**src/rtl/debounce_multi_if.sv**
```systemverilog
`timescale 1ns/1ps
`default_nettype none
// +---------------------------------------------------------------------------+
// | debounce_multi_if                                                         |
// | Button conditioner bus: raw levels in, clean level and event pulses out.  |
// | Rev 1.0                                                                   |
// +---------------------------------------------------------------------------+
interface debounce_multi_if #(
    parameter int CHANNELS = 5
);
    logic [CHANNELS-1:0] btn_in;
    logic [CHANNELS-1:0] btn_out;
    logic [CHANNELS-1:0] pressed;
    logic [CHANNELS-1:0] released;
    logic [CHANNELS-1:0] repeat_pulse;

    modport master (
        output btn_in,
        input  btn_out,
        input  pressed,
        input  released,
        input  repeat_pulse
    );

    modport slave (
        input  btn_in,
        output btn_out,
        output pressed,
        output released,
        output repeat_pulse
    );
endinterface
`default_nettype wire

```
**src/rtl/debounce_multi.sv**
```systemverilog
`timescale 1ns/1ps
`default_nettype none
// +---------------------------------------------------------------------------+
// | debounce_multi                                                            |
// | Per-channel sync, debounce window, press/release pulses, auto-repeat.     |
// | Rev 1.0                                                                   |
// +---------------------------------------------------------------------------+
module debounce_multi #(
    parameter int CHANNELS      = 5,
    parameter int STABLE_CYCLES = 5000000,
    parameter int CNT_WIDTH     = 23,
    parameter int RESET_LEVEL   = 0,
    parameter int REPEAT_DELAY  = 0,
    parameter int REPEAT_RATE   = 0,
    parameter int HOLD_WIDTH    = 26
) (
    input  logic             clk,
    input  logic             rst_n,
    debounce_multi_if.slave  bus
);

    typedef enum logic [1:0] {
        ST_IDLE = 2'd0,
        ST_WAIT = 2'd1,
        ST_RPT  = 2'd2
    } rpt_state_e;

    localparam logic                 C_RST_LVL = (RESET_LEVEL != 0);
    localparam logic [CNT_WIDTH-1:0] C_CNT_MAX = CNT_WIDTH'(STABLE_CYCLES - 1);

    for (genvar i = 0; i < CHANNELS; i++) begin : g_ch
        logic                 sync1_q;
        logic                 sync2_q;
        logic                 btn_q;
        logic                 btn_d;
        logic [CNT_WIDTH-1:0] cnt_q;
        logic [CNT_WIDTH-1:0] cnt_d;
        logic                 pressed_q;
        logic                 pressed_d;
        logic                 released_q;
        logic                 released_d;

        // Any cycle of agreement with the current level restarts the window.
        always_comb begin
            btn_d = btn_q;
            cnt_d = '0;
            if (sync2_q != btn_q) begin
                if (cnt_q == C_CNT_MAX) begin
                    btn_d = sync2_q;
                end else begin
                    cnt_d = cnt_q + CNT_WIDTH'(1);
                end
            end
            pressed_d  = btn_d & ~btn_q;
            released_d = ~btn_d & btn_q;
        end

        always_ff @(posedge clk or negedge rst_n) begin
            if (!rst_n) begin
                sync1_q    <= C_RST_LVL;
                sync2_q    <= C_RST_LVL;
                btn_q      <= C_RST_LVL;
                cnt_q      <= '0;
                pressed_q  <= 1'b0;
                released_q <= 1'b0;
            end else begin
                sync1_q    <= bus.btn_in[i];
                sync2_q    <= sync1_q;
                btn_q      <= btn_d;
                cnt_q      <= cnt_d;
                pressed_q  <= pressed_d;
                released_q <= released_d;
            end
        end

        assign bus.btn_out[i]  = btn_q;
        assign bus.pressed[i]  = pressed_q;
        assign bus.released[i] = released_q;

        if (REPEAT_DELAY != 0) begin : g_rpt
            localparam logic [HOLD_WIDTH-1:0] C_DELAY_END = HOLD_WIDTH'(REPEAT_DELAY - 1);
            localparam logic [HOLD_WIDTH-1:0] C_RATE_END  = HOLD_WIDTH'(REPEAT_RATE - 1);

            rpt_state_e            state_q;
            rpt_state_e            state_d;
            logic [HOLD_WIDTH-1:0] hold_q;
            logic [HOLD_WIDTH-1:0] hold_d;
            logic                  rpt_q;
            logic                  rpt_d;

            // A release on the same edge as a due repeat suppresses the repeat.
            always_comb begin
                state_d = state_q;
                hold_d  = '0;
                rpt_d   = 1'b0;
                if (released_d) begin
                    state_d = ST_IDLE;
                end else begin
                    case (state_q)
                        ST_IDLE: begin
                            if (pressed_d) begin
                                state_d = ST_WAIT;
                            end
                        end
                        ST_WAIT: begin
                            if (hold_q == C_DELAY_END) begin
                                rpt_d   = 1'b1;
                                state_d = ST_RPT;
                            end else begin
                                hold_d = hold_q + HOLD_WIDTH'(1);
                            end
                        end
                        ST_RPT: begin
                            if (hold_q == C_RATE_END) begin
                                rpt_d = 1'b1;
                            end else begin
                                hold_d = hold_q + HOLD_WIDTH'(1);
                            end
                        end
                        default: begin
                            state_d = ST_IDLE;
                        end
                    endcase
                end
            end

            always_ff @(posedge clk or negedge rst_n) begin
                if (!rst_n) begin
                    state_q <= ST_IDLE;
                    hold_q  <= '0;
                    rpt_q   <= 1'b0;
                end else begin
                    state_q <= state_d;
                    hold_q  <= hold_d;
                    rpt_q   <= rpt_d;
                end
            end

            assign bus.repeat_pulse[i] = rpt_q;
        end else begin : g_no_rpt
            assign bus.repeat_pulse[i] = 1'b0;
        end
    end

endmodule
`default_nettype wire

```
**src/flat_wrapper.sv**
```systemverilog
// flat-port wrapper written by rule: the top's interface ports become plain ports
module debounce_multi_flat 
#(
    parameter int CHANNELS      = 5,
    parameter int STABLE_CYCLES = 5000000,
    parameter int CNT_WIDTH     = 23,
    parameter int RESET_LEVEL   = 0,
    parameter int REPEAT_DELAY  = 0,
    parameter int REPEAT_RATE   = 0,
    parameter int HOLD_WIDTH    = 26
)
  (clk, rst_n, bus_btn_in, bus_btn_out, bus_pressed, bus_released, bus_repeat_pulse);
  debounce_multi_if #(.CHANNELS(CHANNELS)) bus_i ();
  input  logic clk;
  input  logic rst_n;
  input wire logic [$bits(bus_i.btn_in)-1:0] bus_btn_in;
  output wire logic [$bits(bus_i.btn_out)-1:0] bus_btn_out;
  output wire logic [$bits(bus_i.pressed)-1:0] bus_pressed;
  output wire logic [$bits(bus_i.released)-1:0] bus_released;
  output wire logic [$bits(bus_i.repeat_pulse)-1:0] bus_repeat_pulse;
  assign bus_i.btn_in = bus_btn_in;
  assign bus_btn_out = bus_i.btn_out;
  assign bus_pressed = bus_i.pressed;
  assign bus_released = bus_i.released;
  assign bus_repeat_pulse = bus_i.repeat_pulse;
  debounce_multi #(.CHANNELS(CHANNELS), .STABLE_CYCLES(STABLE_CYCLES), .CNT_WIDTH(CNT_WIDTH), .RESET_LEVEL(RESET_LEVEL), .REPEAT_DELAY(REPEAT_DELAY), .REPEAT_RATE(REPEAT_RATE), .HOLD_WIDTH(HOLD_WIDTH)) u_core (.clk(clk), .rst_n(rst_n), .bus(bus_i));
endmodule
```
**config.mk**
```make
export PLATFORM = sky130hd
export DESIGN_NAME = debounce_multi_flat
export DESIGN_NICKNAME = d
export VERILOG_FILES = /design/src/rtl/debounce_multi_if.sv /design/src/rtl/debounce_multi.sv /design/src/flat_wrapper.sv
export SDC_FILE = /design/constraint.sdc
export NUM_CORES = 1
export LEC_CHECK = 0
export BUFFER_PORTS_ARGS = -buffer_cell sky130_fd_sc_hd__buf_2
export CAP_MARGIN = 20
export CORE_MARGIN = 4
export CORE_UTILIZATION = 56
export CTS_CLUSTER_DIAMETER = 150
export DETAILED_ROUTE_END_ITERATION = 6
export PLACE_DENSITY = 0.82
export SYNTH_ARGS = -nofsm -noshare
export SYNTH_HDL_FRONTEND = slang
export SYNTH_SLANG_ARGS = --single-unit
```
**constraint.sdc**
```tcl
create_clock -name clk -period 1.85 [get_ports clk]
set_input_delay 0.2775 -clock clk [delete_from_list [all_inputs] [get_ports clk]]
set_output_delay 0.2775 -clock clk [all_outputs]
set_load 0.03 [all_outputs]
```
==> summary.md <==
| Metric | Value |
|---|---|
| Hold crit path type | `register to register` |
| Routed wire length | `17,590 um` |
| Critical Path Fanout Max | `7` |
| Worst setup EP type | `register` |
| Most frequent cells in the layout | `139 x dfrtp_1, 78 x buf_4, 75 x nor2_1` |
| RSZ-0062 raised after global routing | `yes` |
| Total CTS buffers | `17` |
| Starting DRT DRC Count | `433` |
| Leak pwr | `3.565 nW` |
| Buffers on Ports | `21` |
| Residual DRC | `0` |
| Hold-critical path depth | `0` |
| Die Ht | `118.5 um` |
| Routability Congestion | `0.9043` |
| Worst-case reg-to-reg path depth | `5` |
| Ys async rst share | `100.0%` |
| Hpwl dp | `10,090 um` |
| Yosys cell types | `40` |
| Post-route insts no fill | `947` |
| Maxcap violations | `0` |
| Crit share post-route | `103.0%` |
| I/O pin total | `27` |
| Top_reg_cell synth | `dfrtp_1` |
| Via count | `5,952` |
| Hold path start | `u_core.g_ch[4].sync1_q` |
| Grt total ovfl | `0` |
| WHS | `0.3512 ns` |
| Largest net degree at the start of global routing | `52` |
| Root buffer cell | `clkbuf_16` |
| Layout cells sized above 1 | `24.25%` |
| M3 GR Usage | `5.215%` |
| CTS tree | `built` |
| Final hold vios | `0` |
| Commonest non-fill, non-tap cell in the layout | `dfrtp_1` |
| Arrival @ worst endpoint | `2.24 ns` |
| GR Util All Layers | `22.90%` |
| Drt via density | `6.285` |
| Die area | `14,040 um2` |
| Yosys warning count | `0` |
| Failing checks | `setup timing` |
| Die Wd | `118.5 um` |
| Status | `finished, violations left` |
| Worst setup margin | `-0.05523 ns` |
| Crit path launch type | `register` |
| Max Freq | `524.9 MHz` |
| Drt pass-1 iters | `5` |
| Worst-margin pin slew | `0.6350 ns` |
| Reg-to-Reg Start | `u_core.g_ch[3].cnt_q[0]` |
| Vias in the first global route | `5,689` |
| Reg2Reg Capture Point | `u_core.g_ch[3].cnt_q[18]` |
| #FFs+latches synth | `140` |
| H-tree depth | `4` |
| WHS Endpoint | `u_core.g_ch[4].sync2_q` |
| Slew Viols, Final | `0` |
| Critical Path RT | `2.19 ns` |
| EDFF count, synth | `0` |
| Met1 Use GR | `28.15%` |
| Initial core utilization | `57.15%` |
| Insertion delay to the later sink of the worst-skew pair | `0.42 ns` |
| Mapped cell area | `6837 um2` |
| Max Buffers Root-to-Sink | `2` |
| Initial antenna violation count | `0` |
| Seq/Total Area, Yosys | `51.24%` |
| Power per cell area | `785.8 nW/um2` |
| Layout Area Growth over Synthesis | `25.62%` |
| Placed insts | `893` |
| Routed Antenna Nets | `0` |
| Clock-pin slew on the worst setup and hold paths | `0.06 ns` |
| Global-route wire length before repair | `26,600 um` |
| GR Util met2 | `39.01%` |
| Nets | `800` |
| Core area | `11,960 um2` |
| Min cycle time layout | `1.905 ns` |
| Avg Cell Area, Syn | `9.851 um2` |
| Post-Syn Instances | `694` |
| Final Skew | `0.006541 ns` |
| Rows | `40` |
| Flop2flop setup slack | `-0.06 ns` |
| Clock sinks | `140` |
| N_diodes | `0` |
| Worst rel slew slack | `57.28%` |
| Setup violations, final | `7` |
| Most Crowded Layer GR | `met2` |
| WL/cell | `18.58 um` |
| Critical path class | `register to register` |
| Peak VDD IR | `0.0005272 V` |
[what timing repair did]
item                                   CTS  global route
gates resized for setup                 11            42
pin swaps                                7            17
setup endpoints to repair               71            68
hold buffers                             6             0
setup buffers                            5            10
cloned                                   0             2
endpoints found under the hold margin   48             0
[registers in the layout (all words and copies together) (netlist names)]
signal                  flops
u_core.g_ch.sync1_q         5
u_core.g_ch.cnt_q         115
u_core.g_ch.sync2_q         5
u_core.g_ch.btn_q           5
u_core.g_ch.released_q      5
u_core.g_ch.pressed_q       5
[critical path, stage by stage (launching register included)]
cell and delay [ns]:
dfrtp_1 0.42, ha_4 0.18, nand4_1 0.16, or4_4 0.57, or3_4 0.36, a21oi_2 0.15
[worst max path at each step]
stage | from | to | depth (start not counted)
2_1_floorplan | u_core.g_ch[2].cnt_q[0] | u_core.g_ch[2].cnt_q[3] | 6
3_3_place_gp | u_core.g_ch[2].cnt_q[1] | u_core.g_ch[2].pressed_q | 5
6_report | u_core.g_ch[3].cnt_q[0] | u_core.g_ch[3].cnt_q[18] | 5
3_5_place_dp | u_core.g_ch[2].cnt_q[0] | u_core.g_ch[2].pressed_q | 5
5_1_grt | u_core.g_ch[2].cnt_q[17] | u_core.g_ch[2].btn_q | 4
4_1_cts | u_core.g_ch[2].cnt_q[0] | u_core.g_ch[2].pressed_q | 5
[layout make-up]
class,instances,area (um2)
clock inverter,5,55.05
timing repair buffer,111,864.6
fill,709,3373
inverter,13,48.80
tap,147,183.9
sequential,140,3505
clock buffer,26,529.3
multi-input combinational,505,3402
[logic make-up after synthesis]
logic type	count (synthesis)	synth area share, %
compound gates	89	7.394
xor+xnor	67	8.583
fa+ha+maj	5	0.9151
buf+inv	54	4.173
flops	140	51.24
mux	5	0.8235
other cells	1	0.05485
simple gates	333	26.81
[report_power, final]
| part | switching (mW) | internal (mW) | total (mW) | leakage, nW |
|---|---|---|---|---|
| registers | 0.0378 | 3.10 | 3.14 | 1.92 |
| clock network | 1.24 | 2.09 | 3.33 | 0.284 |
| logic | 0.171 | 0.113 | 0.283 | 1.36 |
[cell usage after synthesis, types with 2 or more instances]
library cell	count	area (um2)
nor4_1	16	100.1
nand2_1	40	150.1
buf_2	6	30.03
or4b_2	2	20.02
a21oi_1	42	210.2
nand4_1	27	168.9
clkbuf_1	15	56.30
o21ai_0	27	135.1
nand3_1	46	230.2
and3_1	15	93.84
and2_1	6	37.54
or4_1	22	165.2
inv_1	13	48.80
nor3b_1	12	90.09
dfrtp_1	140	3503
nand2b_1	2	12.51
xor2_1	29	254.0
xnor2_1	38	332.8
nand4b_1	3	26.28
nor4b_1	2	17.52
nor2_1	75	281.5
and4_1	9	78.83
o31ai_1	12	90.09
nor4bb_1	2	20.02
or2_2	3	18.77
ha_1	5	62.56
nor3_1	18	90.09
o41ai_1	4	35.03
mux2_2	5	56.30
or3_1	29	181.4
buf_4	20	150.1
[layer usage]
layer	vias up	wire length, um
met5	-	0
met4	0	544
met3	59	1118
met2	280	9033
met1	2931	6897
li1	2682	-
[through the flow]
| step | utilization (%) | power [mW] | setup TNS [ns] | area [um2] | setup WS [ns] |
|---|---|---|---|---|---|
| 2_1_floorplan | - | 3.295 | -0.2049 | 6918 | -0.01635 |
| 3_3_place_gp | 62.92 | 3.421 | -0.02346 | 7526 | -0.02346 |
| 3_5_place_dp | 62.92 | 3.432 | -0.8552 | 7526 | -0.06786 |
| 4_1_cts | 69.05 | 6.739 | -0.06707 | 8259 | -0.03467 |
| 5_1_grt | 71.80 | 6.963 | -1.176 | 8588 | -0.1104 |
| 6_report | 71.80 | 6.749 | -0.2261 | 8588 | -0.05523 |
No activity file was read; power rests on OpenSTA's default activity.
